`src/rtl/vid_timing_gen.sv`:
```
// Raster timing generator: free-running h/v counters, registered sync/enable strobes
// and a selectable test pattern (colour bars, gray ramp, checkerboard, solid white).
module vid_timing_gen #(
    parameter int H_WIDTH  = 1920,
    parameter int H_START  = 2008,
    parameter int H_SYNC   = 44,
    parameter int H_TOTAL  = 2200,
    parameter int V_HEIGHT = 1080,
    parameter int V_START  = 1084,
    parameter int V_SYNC   = 5,
    parameter int V_TOTAL  = 1125,
    parameter bit HS_POL   = 1'b1,
    parameter bit VS_POL   = 1'b1,
    parameter int KH       = 30,
    parameter int KV       = 30
) (
    input  logic                       clk_i,
    input  logic                       rst_i,
    input  logic                       en_i,
    input  logic [1:0]                 pattern_i,
    output logic                       hs_o,
    output logic                       vs_o,
    output logic                       de_o,
    output logic [23:0]                data_o,
    output logic [$clog2(H_TOTAL)-1:0] x_o,
    output logic [$clog2(V_TOTAL)-1:0] y_o,
    output logic                       sof_o
);

    localparam int HW    = $clog2(H_TOTAL);
    localparam int VW    = $clog2(V_TOTAL);
    localparam int HCW   = (HW < 8) ? 8 : HW;  // keep h[7:0] addressable for the ramp
    localparam int BAR_W = (H_WIDTH >= 8) ? H_WIDTH / 8 : 1;
    localparam int BCW   = $clog2(BAR_W + 1);
    localparam int KXW   = $clog2(KH + 1);
    localparam int KYW   = $clog2(KV + 1);

    generate
        if (!(H_WIDTH < H_START && H_START + H_SYNC <= H_TOTAL &&
              V_HEIGHT < V_START && V_START + V_SYNC <= V_TOTAL)) begin : g_bad_timing
            $error("vid_timing_gen: illegal timing parameters");
        end
    endgenerate

    typedef enum logic {IDLE, RUN} state_t;

    typedef struct packed {
        logic        hs;
        logic        vs;
        logic        de;
        logic        sof;
        logic [23:0] data;
    } vout_t;

    state_t         state_q, state_d;
    logic [1:0]     pat_q;
    logic [HCW-1:0] h;
    logic [VW-1:0]  v;
    logic [BCW-1:0] bar_cnt;
    logic [2:0]     bar_idx;
    logic [KXW-1:0] kx_cnt;
    logic [KYW-1:0] ky_cnt;
    logic           bx, by;
    int             hi, vi;
    logic           line_end, frame_end, pat_load;
    vout_t          vo;

    assign hi        = int'(h);
    assign vi        = int'(v);
    assign line_end  = (hi == H_TOTAL - 1);
    assign frame_end = line_end && (vi == V_TOTAL - 1);

    always_comb begin
        state_d  = state_q;
        pat_load = 1'b0;
        case (state_q)
            IDLE: if (en_i) begin
                state_d  = RUN;
                pat_load = 1'b1;
            end
            RUN: if (frame_end) begin
                state_d  = en_i ? RUN : IDLE;
                pat_load = en_i;
            end
            default: state_d = IDLE;
        endcase
    end

    always_ff @(posedge clk_i or posedge rst_i) begin
        if (rst_i) begin
            state_q <= IDLE;
            pat_q   <= 2'd0;
            h       <= '0;
            v       <= '0;
            bar_cnt <= '0;
            bar_idx <= '0;
            kx_cnt  <= '0;
            bx      <= 1'b0;
            ky_cnt  <= '0;
            by      <= 1'b0;
        end else begin
            state_q <= state_d;
            if (pat_load) pat_q <= pattern_i;
            if (state_q != RUN) begin
                h       <= '0;
                v       <= '0;
                bar_cnt <= '0;
                bar_idx <= '0;
                kx_cnt  <= '0;
                bx      <= 1'b0;
                ky_cnt  <= '0;
                by      <= 1'b0;
            end else if (line_end) begin
                h       <= '0;
                bar_cnt <= '0;
                bar_idx <= '0;
                kx_cnt  <= '0;
                bx      <= 1'b0;
                if (frame_end) begin
                    v      <= '0;
                    ky_cnt <= '0;
                    by     <= 1'b0;
                end else begin
                    v <= v + VW'(1);
                    if (int'(ky_cnt) == KV - 1) begin
                        ky_cnt <= '0;
                        by     <= ~by;
                    end else begin
                        ky_cnt <= ky_cnt + KYW'(1);
                    end
                end
            end else begin
                h <= h + HCW'(1);
                // Last bar saturates, absorbing any remainder pixels.
                if (bar_idx != 3'd7) begin
                    if (int'(bar_cnt) == BAR_W - 1) begin
                        bar_cnt <= '0;
                        bar_idx <= bar_idx + 3'd1;
                    end else begin
                        bar_cnt <= bar_cnt + BCW'(1);
                    end
                end
                if (int'(kx_cnt) == KH - 1) begin
                    kx_cnt <= '0;
                    bx     <= ~bx;
                end else begin
                    kx_cnt <= kx_cnt + KXW'(1);
                end
            end
        end
    end

    always_comb begin
        vo      = '0;
        vo.de   = (hi < H_WIDTH) && (vi < V_HEIGHT);
        vo.hs   = (hi >= H_START && hi < H_START + H_SYNC) ? HS_POL : ~HS_POL;
        vo.vs   = (vi >= V_START && vi < V_START + V_SYNC) ? VS_POL : ~VS_POL;
        vo.sof  = vo.de && (hi == 0) && (vi == 0);
        if (vo.de) begin
            case (pat_q)
                // Bar order white..black maps to R=~idx[1], G=~idx[2], B=~idx[0].
                2'd0:    vo.data = {{8{~bar_idx[1]}}, {8{~bar_idx[2]}}, {8{~bar_idx[0]}}};
                2'd1:    vo.data = {3{h[7:0]}};
                2'd2:    vo.data = (bx ^ by) ? 24'h000000 : 24'hFFFFFF;
                default: vo.data = 24'hFFFFFF;
            endcase
        end
    end

    always_ff @(posedge clk_i or posedge rst_i) begin
        if (rst_i) begin
            hs_o   <= ~HS_POL;
            vs_o   <= ~VS_POL;
            de_o   <= 1'b0;
            sof_o  <= 1'b0;
            data_o <= '0;
            x_o    <= '0;
            y_o    <= '0;
        end else if (state_q != RUN) begin
            hs_o   <= ~HS_POL;
            vs_o   <= ~VS_POL;
            de_o   <= 1'b0;
            sof_o  <= 1'b0;
            data_o <= '0;
            x_o    <= '0;
            y_o    <= '0;
        end else begin
            hs_o   <= vo.hs;
            vs_o   <= vo.vs;
            de_o   <= vo.de;
            sof_o  <= vo.sof;
            data_o <= vo.data;
            x_o    <= h[HW-1:0];
            y_o    <= v;
        end
    end

endmodule

```
`config.mk`:
```
export PLATFORM = sky130hd
export DESIGN_NAME = vid_timing_gen
export DESIGN_NICKNAME = d
export VERILOG_FILES = /design/src/rtl/vid_timing_gen.sv
export SDC_FILE = /design/constraint.sdc
export NUM_CORES = 1
export LEC_CHECK = 0
export ABC_AREA = 1
export BUFFER_PORTS_ARGS = -buffer_cell sky130_fd_sc_hd__buf_2
export CELL_PAD_IN_SITES_DETAIL_PLACEMENT = 1
export CELL_PAD_IN_SITES_GLOBAL_PLACEMENT = 1
export CORE_MARGIN = 3
export CORE_UTILIZATION = 43
export DETAILED_ROUTE_END_ITERATION = 12
export PLACE_DENSITY = 0.91
export SLEW_MARGIN = 30
export SYNTH_ARGS = -nofsm -noshare
export SYNTH_HDL_FRONTEND = slang
export SYNTH_SLANG_ARGS = --single-unit
export TNS_END_PERCENT = 100
```
`constraint.sdc`:
```
create_clock -name clk_i -period 4.2 [get_ports clk_i]
set_input_delay 0.63 -clock clk_i [delete_from_list [all_inputs] [get_ports clk_i]]
set_output_delay 0.63 -clock clk_i [all_outputs]
set_load 0.02 [all_outputs]
```
==> summary.md, run 1 <==
| Metric | Value |
|---|---|
| Die width | `110 microns` |
| Worst-path clk slew | `100 ps` |
| Largest net degree at the start of global routing | `79` |
| CTS tree | `yes` |
| Htree depth | `3` |
| Library cells used by synthesis | `34` |
| Wire per inst | `15.6 microns` |
| IO Pins | `56` |
| Nets@finish | `630` |
| Maximum fanout along the worst path | `25` |
| Clock buffer depth | `2` |
| Synth Instances | `~560` |
| CP Launch Type | `flip-flop` |
| Endpoints failing hold | `0` |
| Ant. Diodes | `0` |
| LEAKAGE | `2.72 nW` |
| Internal | `1.58 mW` |
| Crit path DAT | `2420 ps` |
| Clk_lat worst skew | `380 ps` |
| Num CTS Buffers | `9` |
| Total GRT Usage | `0.211` |
| IO buf count | `55` |
| Worst Hold Class | `input port to async pin` |
| Crit-path max cell delay | `440 ps` |
| Routed vias | `3914` |
| Max-cap violations | `0` |
| Critical-path cell list | `ha_1 > nand2_1 > nor2_1 > nand3_2 > nand2_4 > inv_2 > nand2_1 > nor2_1` |
| Worst slew margin | `0.539` |
| Setup_tns | `0 ps` |
| Net Sw Frac | `0.355` |
| Die Ht | `110 microns` |
| Fin. max-slew vios | `0` |
| Outcome | `complete, no violations` |
| Final GP Congestion | `a little over 0.8` |
| CTS root buf | `clkbuf_8` |
| Async S/R FF share, synth | `1.00` |
| Synthesized area | `4650 sq um` |
| Post-CTS Setup Repair Bufs | `0` |
| Crit path required time | `4500 ps` |
| Peak VDD IR | `0.209 mV` |
| Slew @ Worst Pin | `691 ps` |
| Total wire length | `between 10000 and 15000 microns` |
| Commonest cells post-synth | `133 x nand2_1, 100 x dfrtp_1, 99 x nor2_1` |
| Final setup viols | `0` |
| 1st-iter DRT viols | `just over 200` |
| Row count | `37` |
| Share of cells above drive strength 1 | `0.144` |
| Vias in the first global route | `4055` |
| First-pass GRT wire length | `19800 microns` |
| Predominant post-synthesis flop cell | `dfrtp_1` |
| Gr ovfl total | `0` |
| Syn_area_per_cell | `8.32 sq um` |
| DR DRC count | `0` |
| Clock sink count | `100` |
| Crit end category | `flip-flop` |
| Pwr per Cell Area | `469 nW/um^2` |
| Setup Skew | `between 10 and 15 ps` |
| Yosys top cell by area | `dfrtp_1` |
| Sw power | `between 0.8 and 0.9 mW` |
| Vias per cell | `around 5.2` |
| Yosys warning count | `0` |
| Resize count post-CTS | `0` |
| Starting density of the core | `0.446` |
| Post-synth net total | `575` |
| Synthesis-stage register bit count | `100` |
| Crit Path Category | `flip-flop to flip-flop` |
| Final core occ | `0.502` |
| Clock share of power | `0.267` |
| Routed Antenna Nets | `0` |
| Fmax | `472 MHz` |
| Share of the synthesized area in the top cell type | `0.538` |
| Post-synth EDFFs | `0` |
| Initial antenna violation count | `0` |
| Die ar. | `12100 sq um` |
| 1st-pass router iterations | `4` |
| Minimum clock period | `2120 ps` |
| Top cells by area, synth | `dfrtp_1 54%, nand2_1 11%, nor2_1 8.0%` |
| Logic pwr share | `0.223` |
| # hold bufs at CTS | `0` |
| DP HPWL | `between 8000 and 9000 microns` |
| Area growth syn-to-layout | `12.5%` |
| Most common cell in the netlist | `nand2_1` |
| Share of power burned in registers | `0.510` |
| Area of the core | `10400 sq um` |
| Unrepaired setup endpoints after global routing | `no` |
| Seq/Total Area, Yosys | `0.538` |
| Critical path's slowest cell | `dfrtp_1` |
| Fin crit share | `0.504` |
==> path summary, 6_finish.rpt <==
path,depth (start not counted),endpoint,slack [ps],start
max,8,kx_cnt[3],2080,h[0]
min in group clk_i,2,state_q,500,en_i
max reg2reg,8,kx_cnt[3],2080,h[0]
min,2,data_o[23],370,rst_i
min reg2reg,2,by,520,by
max in group asynchronous,3,h[7],3080,rst_i
==> kinds of logic (layout without fill, tap and decap cells) <==
family	Yosys count	count (layout)	share of synthesized area
and+or+nand+nor	312	312	0.286
DFF	100	100	0.538
buffers and inverters	84	144	0.0783
AOI/OAI and AO/OA	40	40	0.0455
xor gates and xnor gates	12	12	0.0226
adders and majority gates	11	11	0.0296
==> metrics by stage <==
step	power [mW]	cell area [sq um]	hold slack (ps)	instances	setup slack [ps]
2_1_floorplan	1.62	4650	442	559	951
3_3_place_gp	1.76	5010	458	739	2230
3_5_place_dp	1.81	5010	499	739	2080
4_1_cts	2.46	5220	484	755	2050
5_1_grt	2.60	5230	417	755	1920
6_report	2.45	5230	369	755	2080
==> area by class of cell <==
cell class | count | area (sq um)
tap | 136 | 170
clock inverter | 7 | 85.1
multi-input combinational | 375 | 1790
timing repair buffer | 57 | 290
inverter | 71 | 272
fill | 1306 | 5190
sequential | 100 | 2500
clock buffer | 9 | 124
==> power groups by stage <==
stage               logic (mW)  clock network, mW  registers (mW)
floorplan                0.335                  0            1.29
global placement         0.508                  0            1.25
detailed placement       0.544                  0            1.26
CTS                      0.552              0.665            1.25
global route             0.624              0.706            1.27
finish                   0.547              0.655            1.25
==> cells in the final DEF, fill, tap and decap left out, types with 2 or more instances in the layout <==
cell type | synthesis | final
inv_1 | 65 | 64
xor2_1 | 10 | 10
inv_8 | 0 | 2
nor3_1 | 16 | 16
nand3_2 | 2 | 2
clkbuf_8 | 0 | 9
ha_1 | 11 | 11
nand4_1 | 19 | 19
a21oi_1 | 12 | 12
clkinvlp_4 | 0 | 2
dfrtp_1 | 100 | 100
inv_2 | 5 | 5
nand2_2 | 2 | 2
xnor2_1 | 2 | 2
buf_4 | 2 | 2
o21ai_0 | 22 | 22
o22ai_1 | 2 | 2
buf_2 | 3 | 55
nand2_1 | 133 | 133
nand3_1 | 32 | 32
clkinv_4 | 0 | 2
nor2_1 | 99 | 99
==> worst max-delay path, delay by kind of cell (launching register included) <==
family	cells	cell delay [ps]
simple gates	6	940
flops	1	440
buf+inv	1	380
fa+ha+maj	1	270
==> flip-flops by register name (all words and copies together) (netlist names), 2 cells and up <==
register / cells
y_o: 11
ky_cnt: 5
data_o: 24
bar_idx: 3
bar_cnt: 8
h: 12
pat_q: 2
kx_cnt: 5
v: 11
x_o: 12
==> metal layers <==
metal | vias up | GRT usage | share of wire
li1 | 1867 | - | -
met1 | 1952 | 0.263 | 0.45
met2 | 73 | 0.360 | 0.49
met3 | 22 | 0.0361 | 0.034
met4 | 0 | 0.0890 | 0.022
met5 | - | 0 | 0
Note: power is estimated with default switching activity, not from simulation.
==> run 2: changes to the inputs <==
ABC_AREA = 0   (was 1)
CORE_UTILIZATION = 41   (was 43)
PLACE_DENSITY = 0.88   (was 0.91)
clock period = 1.9 ns   (was 4.2 ns; I/O delays follow)
==> summary.md, run 2 <==
| Metric | Value |
|---|---|
| DP HPWL | `8150 microns (-4.5%)` |
| Post-synth net total | `447 (-22%)` |
| Crit path DAT | `2240 ps (-180 ps)` |
| Clock share of power | `0.394 (+0.127)` |
| Path depth of the worst reg2reg path | `6 (-2)` |
| Final GP Congestion | `0.792 (-4.2%)` |
| Internal | `2.82 mW (+79%)` |
| Share of the synthesized area in the top cell type | `0.561 (+0.0223)` |
| Reg-to-Reg End | `v[2]` |
| Sw power | `0.789 mW (-9.3%)` |
| Syn_area_per_cell | `10.4 sq um (+25%)` |
| LEAKAGE | `2.40 nW (-12%)` |
| Vias in the first global route | `3867 (-4.6%)` |
| Routed vias | `3761 (-3.9%)` |
| Die Ht | `110 microns (+0.33%)` |
| Synthesis-stage register bit count | `100 (unchanged)` |
| Biggest regs | `data_o: 24 flops, h: 12 flops, x_o: 12 flops` |
| Logic pwr share | `0.018 (-0.205)` |
| Crit end category | `flip-flop` |
| Clock sink count | `100 (unchanged)` |
| Fin crit share | `1.02 (+0.520)` |
| Largest net degree at the start of global routing | `42 (-47%)` |
| Vias per cell | `5.72 (+10%)` |
| Async S/R FF share, synth | `1.00 (unchanged)` |
| Starting density of the core | `0.427 (-0.0197)` |
| Outcome | `finished, violations left` |
| Setup ws final | `-45.5 ps (-2130 ps)` |
| Htree depth | `3 (unchanged)` |
| Fillers | `1175 (-10%)` |
| Pwr per Cell Area | `665 nW/um^2 (+42%)` |
| 1st-pass router iterations | `6 (+2)` |
| Nets@finish | `532 (-16%)` |
| Die ar. | `12200 sq um (+0.66%)` |
| Commonest non-fill, non-tap cell in the layout | `dfrtp_1` |
| Final setup viols | `3 (+3)` |
| Worst slew margin | `0.514 (-0.0247)` |
| Hold slack | `203 ps (-166 ps)` |
| Num CTS Buffers | `9 (unchanged)` |
| IO Pins | `56 (unchanged)` |
| Critical path depth | `6 (-2)` |
| Largest Register | `data_o` |
| Minimum clock period | `1950 ps (-172 ps)` |
| CP Launch Type | `flip-flop` |
| Die width | `110 microns (+0.33%)` |
| First-pass GRT wire length | `19500 microns (-1.5%)` |
| Net Sw Frac | `0.218 (-0.137)` |
| Predominant post-synthesis flop cell | `dfrtp_1` |
| Worst Hold Class | `input port to flip-flop` |
| Critical-path cell list | `nor4_4 > buf_4 > a41oi_4 > buf_6 > or3_1 > a21oi_1` |
| Maximum fanout along the worst path | `7 (-72%)` |
| 1st-iter DRT viols | `396 (+91%)` |
| Crit Path Category | `flip-flop to flip-flop` |
| Seq/Total Area, Yosys | `0.561 (+0.0223)` |
| Critical path's slowest cell | `dfrtp_1` |
| Setup Skew | `12.3 ps (+1.06 ps)` |
| Critical path buffers and inverters | `2 (+1)` |
| Crit path required time | `2190 ps (-2310 ps)` |
| Fin. max-slew vios | `0 (unchanged)` |
| Setup_tns | `-82.8 ps (-82.8 ps)` |
| Peak VDD IR | `0.485 mV (+130%)` |
| Yosys warning count | `0 (unchanged)` |
| Routed Antenna Nets | `0 (unchanged)` |
| DR DRC count | `0 (unchanged)` |
| Slew @ Worst Pin | `729 ps (+37.1 ps)` |
| Commonest cells post-synth | `100 x dfrtp_1, 45 x a21oi_1, 38 x o21ai_0` |
| Yosys top cell by area | `dfrtp_1` |
| Library cells used by synthesis | `47 (+38%)` |
| Gr ovfl total | `0 (unchanged)` |
| Fmax | `514 MHz (+8.9%)` |
| Crit-path max cell delay | `420 ps (-20 ps)` |
| Flop-to-flop setup slack | `-50 ps (-2130 ps)` |
| CP top delay family | `simple AND/OR/NAND/NOR gates` |
| Area growth syn-to-layout | `21.7%` |
| IO buf count | `55 (unchanged)` |
| Ant. Diodes | `0 (unchanged)` |
| Share of power burned in registers | `0.588 (+0.078)` |
| Failing checks | `setup timing` |
| Unrepaired setup endpoints after global routing | `yes` |
| Synthesized area | `4460 sq um (-4.0%)` |
| Wire per inst | `20.8 microns (+33%)` |
| Share of cells above drive strength 1 | `0.257 (+0.113)` |
| Total GRT Usage | `0.208 (-0.00262)` |
| Largest register FFs | `24 (unchanged)` |
| Worst-path clk slew | `100 ps (about the same)` |
| Initial antenna violation count | `0 (unchanged)` |
| FF-to-FF Start | `h[5]` |
| Worst Setup SP | `h[5]` |
| CTS tree | `yes` |
| Post-synth EDFFs | `0 (unchanged)` |
| Clk_lat worst skew | `380 ps (about the same)` |
| Clock buffer depth | `2 (unchanged)` |
| Endpoints failing hold | `0 (unchanged)` |
| Max-cap violations | `0 (unchanged)` |
| Most frequent cells in the layout | `99 x dfrtp_1, 56 x buf_2, 44 x a21oi_1, 36 x o21ai_0, 36 x buf_4` |
| Most common cell in the netlist | `dfrtp_1` |
| CTS root buf | `clkbuf_8` |
| Top cells by area, synth | `dfrtp_1 56%, a21oi_1 5.0%, o21ai_0 4.3%` |
| Area of the core | `10500 sq um (+0.44%)` |
| Row count | `37 (unchanged)` |
| Total wire length | `13600 microns (+16%)` |
| Crit path to | `v[2]` |
| Synth Instances | `431 (-23%)` |
[run 2: metrics by stage]
stage / worst slack, ps / instances / util / instance area [sq um] / power (mW)
after floorplan: 51.1 / 431 / - / 4470 / 2.20
after detailed placement: -50.6 / 626 / 0.482 / 5040 / 2.23
after CTS: 1.40 / 646 / 0.506 / 5300 / 3.62
final: -45.5 / 657 / 0.519 / 5440 / 3.61
after global routing: -98.7 / 657 / 0.519 / 5440 / 3.72
after global placement: 93.5 / 626 / 0.482 / 5040 / 2.23
[run 2: worst min-delay path by stage]
| stage | startpoint | to | slack [ps] | depth (start not counted) |
|---|---|---|---|---|
| after floorplan | en_i | state_q | 390 | 1 |
| final | en_i | state_q | 200 | 2 |
| after global placement | rst_i | h[4] | 380 | 2 |
| after detailed placement | rst_i | h[4] | 380 | 2 |
| after CTS | en_i | state_q | 180 | 2 |
| after global routing | en_i | state_q | 200 | 2 |
[run 2: final cells by class]
class                      count  area, sq um  area share
sequential                   100         2500       0.461
multi-input combinational    297         1890       0.348
timing repair buffer          97          623       0.115
tap                          136          170      0.0313
clock buffer                  13          159      0.0292
clock inverter                 3         45.0     0.00829
inverter                      11         45.0     0.00829
[run 2: logic make-up (layout without fill, tap and decap cells)]
family / Yosys count / after routing / synth area share
adders and majority gates: 11 / 11 / 0.0308
buffers and inverters: 35 / 124 / 0.0328
and+or+nand+nor: 158 / 158 / 0.197
DFF: 100 / 100 / 0.561
muxes: 2 / 2 / 0.00476
xor gates and xnor gates: 17 / 17 / 0.0334
AOI/OAI and AO/OA: 108 / 109 / 0.140
[run 2: power by group through the flow]
stage | clock (mW) | sequential [mW] | combinational (mW)
finish | 1.42 | 2.13 | 0.0638
global route | 1.52 | 2.13 | 0.0735
CTS | 1.43 | 2.13 | 0.0663
detailed placement | 0 | 2.17 | 0.0645
global placement | 0 | 2.17 | 0.0617
floorplan | 0 | 2.17 | 0.0341
[run 2: repair_timing]
item                       4_1_cts  5_1_grt
setup buffers                    2        9
hold endpoints to repair        21        0
setup endpoints to repair       32       58
pin swaps                        3       11
resized for setup                3       18
gates cloned                     1        2
hold buffers                     1        0
[run 2: metal layers]
metal,part of all wire,routed length (microns),global-route usage
met3,0.046,625,0.0291
met2,0.53,7290,0.364
met1,0.39,5280,0.253
met4,0.032,442,0.0976
met5,0,0,0
